===== src/rtl/tmr_pipelined_control_unit_pkg.sv =====
// Shared definitions for the TMR decode stage: opcodes, control codes and the
// packed control bundle carried by every decode replica.
package ctrl_pkg;

    localparam logic [6:0] OP_LOAD   = 7'b0000011;
    localparam logic [6:0] OP_STORE  = 7'b0100011;
    localparam logic [6:0] OP_R      = 7'b0110011;
    localparam logic [6:0] OP_I      = 7'b0010011;
    localparam logic [6:0] OP_BRANCH = 7'b1100011;
    localparam logic [6:0] OP_JAL    = 7'b1101111;
    localparam logic [6:0] OP_JALR   = 7'b1100111;
    localparam logic [6:0] OP_LUI    = 7'b0110111;
    localparam logic [6:0] OP_AUIPC  = 7'b0010111;

    localparam logic [2:0] IMM_I = 3'b000;
    localparam logic [2:0] IMM_S = 3'b001;
    localparam logic [2:0] IMM_B = 3'b010;
    localparam logic [2:0] IMM_J = 3'b011;
    localparam logic [2:0] IMM_U = 3'b100;

    localparam logic [1:0] RES_ALU = 2'b00;
    localparam logic [1:0] RES_MEM = 2'b01;
    localparam logic [1:0] RES_PC4 = 2'b10;

    localparam logic [3:0] ALU_ADD   = 4'd0;
    localparam logic [3:0] ALU_SUB   = 4'd1;
    localparam logic [3:0] ALU_AND   = 4'd2;
    localparam logic [3:0] ALU_OR    = 4'd3;
    localparam logic [3:0] ALU_XOR   = 4'd4;
    localparam logic [3:0] ALU_SLT   = 4'd5;
    localparam logic [3:0] ALU_SLL   = 4'd6;
    localparam logic [3:0] ALU_SRL   = 4'd7;
    localparam logic [3:0] ALU_SRA   = 4'd8;
    localparam logic [3:0] ALU_SLTU  = 4'd9;
    localparam logic [3:0] ALU_PASSB = 4'd10;

    typedef struct packed {
        logic       reg_write;
        logic       alu_src;
        logic       mem_write;
        logic [1:0] result_src;
        logic       branch;
        logic       jump;
        logic       jump_reg;
        logic       pc_src_a;
        logic [2:0] imm_src;
        logic [3:0] alu_ctrl;
        logic       illegal;
    } ctrl_bundle_t;

    localparam int CTRL_W = $bits(ctrl_bundle_t);

    // alt selects sub (funct3=000) or sra (funct3=101); callers gate it for I-type.
    function automatic logic [3:0] alu_from_funct(input logic [2:0] f3, input logic alt);
        logic [3:0] op;
        case (f3)
            3'b000:  op = alt ? ALU_SUB : ALU_ADD;
            3'b001:  op = ALU_SLL;
            3'b010:  op = ALU_SLT;
            3'b011:  op = ALU_SLTU;
            3'b100:  op = ALU_XOR;
            3'b101:  op = alt ? ALU_SRA : ALU_SRL;
            3'b110:  op = ALU_OR;
            default: op = ALU_AND;
        endcase
        return op;
    endfunction

endpackage


===== src/rtl/tmr_pipelined_control_unit_decode.sv =====
// One combinational decode replica: Op/funct3/funct7 to the control bundle.
module ctrl_decode_core
    import ctrl_pkg::*;
(
    input  logic [6:0]   op_i,
    input  logic [2:0]   funct3_i,
    input  logic [6:0]   funct7_i,
    output ctrl_bundle_t bundle_o
);

    logic r_legal;
    logic i_legal;

    // Only add/sub and srl/sra have an alternate funct7 encoding.
    assign r_legal = (funct7_i == 7'b0000000) ||
                     ((funct7_i == 7'b0100000) && (funct3_i == 3'b000 || funct3_i == 3'b101));
    assign i_legal = (funct3_i == 3'b001) ? (funct7_i == 7'b0000000) :
                     (funct3_i == 3'b101) ? (funct7_i == 7'b0000000 || funct7_i == 7'b0100000) :
                     1'b1;

    always_comb begin
        bundle_o = '0;
        case (op_i)
            OP_LOAD: begin
                bundle_o.reg_write  = 1'b1;
                bundle_o.alu_src    = 1'b1;
                bundle_o.result_src = RES_MEM;
                bundle_o.imm_src    = IMM_I;
                bundle_o.alu_ctrl   = ALU_ADD;
            end
            OP_STORE: begin
                bundle_o.mem_write = 1'b1;
                bundle_o.alu_src   = 1'b1;
                bundle_o.imm_src   = IMM_S;
                bundle_o.alu_ctrl  = ALU_ADD;
            end
            OP_R: begin
                if (r_legal) begin
                    bundle_o.reg_write = 1'b1;
                    bundle_o.alu_ctrl  = alu_from_funct(funct3_i, funct7_i[5]);
                end else begin
                    bundle_o.illegal = 1'b1;
                end
            end
            OP_I: begin
                if (i_legal) begin
                    bundle_o.reg_write = 1'b1;
                    bundle_o.alu_src   = 1'b1;
                    bundle_o.imm_src   = IMM_I;
                    bundle_o.alu_ctrl  = alu_from_funct(funct3_i,
                                             (funct3_i == 3'b101) && funct7_i[5]);
                end else begin
                    bundle_o.illegal = 1'b1;
                end
            end
            OP_BRANCH: begin
                bundle_o.branch   = 1'b1;
                bundle_o.imm_src  = IMM_B;
                bundle_o.alu_ctrl = ALU_SUB;
            end
            OP_JAL: begin
                bundle_o.reg_write  = 1'b1;
                bundle_o.jump       = 1'b1;
                bundle_o.pc_src_a   = 1'b1;
                bundle_o.result_src = RES_PC4;
                bundle_o.imm_src    = IMM_J;
                bundle_o.alu_ctrl   = ALU_ADD;
            end
            OP_JALR: begin
                bundle_o.reg_write  = 1'b1;
                bundle_o.jump       = 1'b1;
                bundle_o.jump_reg   = 1'b1;
                bundle_o.alu_src    = 1'b1;
                bundle_o.result_src = RES_PC4;
                bundle_o.imm_src    = IMM_I;
                bundle_o.alu_ctrl   = ALU_ADD;
            end
            OP_LUI: begin
                bundle_o.reg_write = 1'b1;
                bundle_o.alu_src   = 1'b1;
                bundle_o.imm_src   = IMM_U;
                bundle_o.alu_ctrl  = ALU_PASSB;
            end
            OP_AUIPC: begin
                bundle_o.reg_write = 1'b1;
                bundle_o.alu_src   = 1'b1;
                bundle_o.pc_src_a  = 1'b1;
                bundle_o.imm_src   = IMM_U;
                bundle_o.alu_ctrl  = ALU_ADD;
            end
            default: bundle_o.illegal = 1'b1;
        endcase
    end

endmodule


===== src/rtl/tmr_pipelined_control_unit.sv =====
// Registered RV32I decode stage with replicated decoders, per-bit majority
// voting, replica-mismatch flag and a saturating mismatch counter.
module tmr_pipelined_control_unit
    import ctrl_pkg::*;
#(
    parameter int NUM_COPIES = 3,
    parameter int ALUCTRL_W  = 4,
    parameter int CNT_W      = 8
) (
    input  logic                  clk,
    input  logic                  rst,
    input  logic                  in_valid,
    input  logic                  stall,
    input  logic                  flush,
    input  logic [6:0]            Op,
    input  logic [2:0]            funct3,
    input  logic [6:0]            funct7,
    input  logic [NUM_COPIES-1:0] fault_inj,
    input  logic                  fault_clr,
    output logic                  out_valid,
    output logic                  RegWrite,
    output logic                  ALUSrc,
    output logic                  MemWrite,
    output logic [1:0]            ResultSrc,
    output logic                  Branch,
    output logic                  Jump,
    output logic                  JumpReg,
    output logic                  PCSrcA,
    output logic [2:0]            ImmSrc,
    output logic [ALUCTRL_W-1:0]  ALUControl,
    output logic                  illegal,
    output logic                  fault_flag,
    output logic [CNT_W-1:0]      fault_count
);

    ctrl_bundle_t      raw   [NUM_COPIES];
    logic [CTRL_W-1:0] copy  [NUM_COPIES];
    logic [CTRL_W-1:0] voted;
    logic              mismatch;

    for (genvar g = 0; g < NUM_COPIES; g++) begin : g_copy
        ctrl_decode_core u_dec (
            .op_i     (Op),
            .funct3_i (funct3),
            .funct7_i (funct7),
            .bundle_o (raw[g])
        );
        assign copy[g] = raw[g] ^ {CTRL_W{fault_inj[g]}};
    end

    if (NUM_COPIES == 3) begin : g_vote
        assign voted    = (copy[0] & copy[1]) | (copy[0] & copy[2]) | (copy[1] & copy[2]);
        assign mismatch = (copy[0] != voted) || (copy[1] != voted) || (copy[2] != voted);
    end else begin : g_single
        assign voted    = copy[0];
        assign mismatch = 1'b0;
    end

    logic             valid_q,  valid_d;
    ctrl_bundle_t     bundle_q, bundle_d;
    logic             flag_q,   flag_d;
    logic [CNT_W-1:0] count_q,  count_d;
    logic             load_valid;

    // A new instruction is accepted only when neither flush nor stall intervenes.
    assign load_valid = !flush && !stall && in_valid;

    always_comb begin
        valid_d  = valid_q;
        bundle_d = bundle_q;
        flag_d   = flag_q;
        if (flush || (!stall && !in_valid)) begin
            valid_d  = 1'b0;
            bundle_d = '0;
            flag_d   = 1'b0;
        end else if (load_valid) begin
            valid_d  = 1'b1;
            bundle_d = voted;
            flag_d   = mismatch;
        end
    end

    always_comb begin
        count_d = count_q;
        if (fault_clr) begin
            count_d = '0;
        end else if (load_valid && mismatch && (count_q != {CNT_W{1'b1}})) begin
            count_d = count_q + 1'b1;
        end
    end

    always_ff @(posedge clk or posedge rst) begin
        if (rst) begin
            valid_q  <= 1'b0;
            bundle_q <= '0;
            flag_q   <= 1'b0;
            count_q  <= '0;
        end else begin
            valid_q  <= valid_d;
            bundle_q <= bundle_d;
            flag_q   <= flag_d;
            count_q  <= count_d;
        end
    end

    assign out_valid   = valid_q;
    assign RegWrite    = bundle_q.reg_write;
    assign ALUSrc      = bundle_q.alu_src;
    assign MemWrite    = bundle_q.mem_write;
    assign ResultSrc   = bundle_q.result_src;
    assign Branch      = bundle_q.branch;
    assign Jump        = bundle_q.jump;
    assign JumpReg     = bundle_q.jump_reg;
    assign PCSrcA      = bundle_q.pc_src_a;
    assign ImmSrc      = bundle_q.imm_src;
    assign ALUControl  = ALUCTRL_W'(bundle_q.alu_ctrl);
    assign illegal     = bundle_q.illegal;
    assign fault_flag  = flag_q;
    assign fault_count = count_q;

endmodule


===== config.mk =====
export PLATFORM = sky130hd
export DESIGN_NAME = tmr_pipelined_control_unit
export DESIGN_NICKNAME = d
export VERILOG_FILES = /design/src/rtl/tmr_pipelined_control_unit_pkg.sv /design/src/rtl/tmr_pipelined_control_unit_decode.sv /design/src/rtl/tmr_pipelined_control_unit.sv
export SDC_FILE = /design/constraint.sdc
export NUM_CORES = 1
export LEC_CHECK = 0
export BUFFER_PORTS_ARGS = -buffer_cell sky130_fd_sc_hd__buf_2
export CAP_MARGIN = 20
export CORE_UTILIZATION = 39
export DETAILED_ROUTE_END_ITERATION = 16
export SLEW_MARGIN = 20
export SYNTH_ARGS = -nofsm -noshare
export SYNTH_HDL_FRONTEND = slang
export SYNTH_SLANG_ARGS = --single-unit

===== constraint.sdc =====
create_clock -name clk -period 2.7 [get_ports clk]
set_input_delay 0.54 -clock clk [delete_from_list [all_inputs] [get_ports clk]]
set_output_delay 0.54 -clock clk [all_outputs]
set_load 0.05 [all_outputs]

==> run metrics <==
largest net degree at the start of global routing 28; antenna-violating nets left 0; Max clock buf depth 2; Yosys top cell area share 0.362; Final Critical Period 1.83 ns; Commonest cells post-synth dfrtp_1 (27), nand2_1 (26), nor2_1 (16), o21ai_0 (13); 1st-iter DRT viols 93; Layout Cells excl Fill 303; Max-Cap Viols 0; Vias/cell 5.27; sequential share of the synthesized area 0.362; Yosys reg bits 27; share of cells above drive strength 1 0.279; setup TNS 0 ns; number of synthesized flops with an enable pin 0; floorplan row count 24; Leakage 1.05 nW; Post-CTS Hold Fix Bufs 0; hold crit path type input pin to asynchronous set/reset pin; Syn Nets 235; syn_area_per_cell 8.97 um2; slew margin rel. 0.465; Overall Power 0.847 mW; Final GP Congestion 0.760; first-pass GRT wire length 6760 um; Yosys top cell by area dfrtp_1; Post-Syn Instances 208; synthesized cell area 0.00187 mm2; Final Skew 0.00126 ns; top_reg_cell synth dfrtp_1; crit path launch stall; outcome complete, no violations; CP max FO 7; Worst-path clk slew 0.09 ns; Skew-Pair Late Insertion Delay 0.27 ns; Ports 53; cts bufs inserted 3; Max Slew Vio Count 0; Layout Nets 279; diode count 0; CTS Root Cell clkbuf_8; clk sinks 27; Yosys Warn Count 0; Arrival @ worst endpoint 1.99 ns; Unique masters post-synth 62; Die H 71.2 um; CTS resizes 0; WP data required 2.86 ns; ys async rst share 1.00; largest vdd supply drop 0.169 mV; startpoint types input pin; count leader, synth dfrtp_1; # DRC 0; die area 0.00506 mm2; CP max stage delay 0.38 ns; Critical R2R Launch fault_count[0]$_DFFE_PP0P_; final hold violations 0; WL per Instance 13.1 um; Starting Density 0.417; Area Growth Syn to Fin 14.6%; CP max stage cell nor3b_4; Reg2Reg Depth 6; Inst Count DP 299; GR Overflow Total 0; critical-path cell list buf_2 -> nor3b_4 -> nand3_2 -> nor3_1 -> and3_1 -> xnor2_1 -> nor2_1; number of global-route vias before repair 1464; final cycle utilization of the critical path 0.677; die width 71.2 um; I/O Buffers 52; GRT Total Usage 0.166; Worst Tran Pin Value 0.802 ns; Post CTS Setup Buffer Count 0; top post-synthesis cells by area dfrtp_1 (36%), nand2_1 (5.2%), xor2_1 (5.2%); TritonCTS clock tree built; H-tree Lvls 1; DRT Pass-1 Iters 6; RSZ-0062 raised after global routing false; WS Path Type input pin to flip-flop; WHS 0.314 ns; Fillers 448; routed vias 1598; initial antenna violation count 0; Achievable Freq 0.547 GHz; core outline area 0.00447 mm2; crit end category flip-flop; WL final 3970 um; Power Dens Cells 396 mW/mm2; hpwl dp 3130 um; Final setup viols 0
critical path: cells and delay by family:
family	cells	cell delay [ns]
buffers and inverters	1	0.12
AND/OR/NAND/NOR	5	1.22
XOR/XNOR	1	0.11
final timing paths:
| path | endpoint | slack (ns) |
|---|---|---|
| max in group asynchronous | ALUControl[0]$_DFFE_PP0P_ | 2.13 |
| hold / removal | out_valid$_DFFE_PP0P_ | 0.31 |
| setup / recovery | fault_count[5]$_DFFE_PP0P_ | 0.87 |
| min in group clk | Branch$_DFFE_PP0P_ | 0.48 |
| setup reg to reg | fault_count[5]$_DFFE_PP0P_ | 0.97 |
| hold reg to reg | Branch$_DFFE_PP0P_ | 0.48 |
through the flow:
step / cell area, um2 / worst slack (ns) / util
after floorplan: 1870 / 0.798 / -
after global placement: 2090 / 0.588 / 0.468
after detailed placement: 2090 / 0.570 / 0.468
after CTS: 2140 / 0.861 / 0.478
after global routing: 2140 / 0.717 / 0.478
final: 2140 / 0.871 / 0.478
placed cells by master (no fill, tap or decap), types with 3 or more instances in the layout:
cell / netlist / routed
buf_2: 4 / 52
dfrtp_1: 27 / 27
nand2_1: 26 / 26
nor2_1: 16 / 16
o21ai_0: 13 / 13
xor2_1: 11 / 11
a21oi_1: 11 / 11
nor3_1: 10 / 10
xnor2_1: 9 / 9
inv_1: 6 / 6
nand3_1: 5 / 5
nor4_1: 3 / 3
a21o_1: 3 / 3
clkbuf_8: 1 / 3
cell type report:
class	count	area [um2]	area share
flip-flops and latches	27	676	0.316
clock buffers	4	45.0	0.0211
multi-input cells	161	1060	0.497
inverters	6	22.5	0.0105
repair buffers	53	268	0.125
well taps	52	65.1	0.0304
power by group:
| part | internal, mW | switching, mW | leakage (nW) |
|---|---|---|---|
| Combinational | 0.0626 | 0.136 | 0.662 |
| Clock | 0.105 | 0.117 | 0.0228 |
| Sequential | 0.418 | 0.00808 | 0.370 |
registers in the layout, indices dropped and copies added, names as in the netlist:
signal	count
ALUControl	4
Jump	1
ALUSrc	1
fault_flag	1
fault_count	8
out_valid	1
RegWrite	1
MemWrite	1
ResultSrc	2
Branch	1
ImmSrc	3
illegal	1
JumpReg	1
PCSrcA	1
cell families after synthesis:
group                    synth area share
flip-flops                          0.362
XOR/XNOR                           0.0939
AO/OA/AOI/OAI                       0.177
buffers and inverters              0.0684
multiplexers                      0.00537
AND/OR/NAND/NOR                     0.281
adder cells (fa/ha/maj)            0.0121
routing by layer:
layer,wire [um],global-route usage
met3,88,0.00997
met1,2000,0.232
met5,0,0
met2,1840,0.276
met4,43,0.0533
No activity file was read; power rests on OpenSTA's default activity.
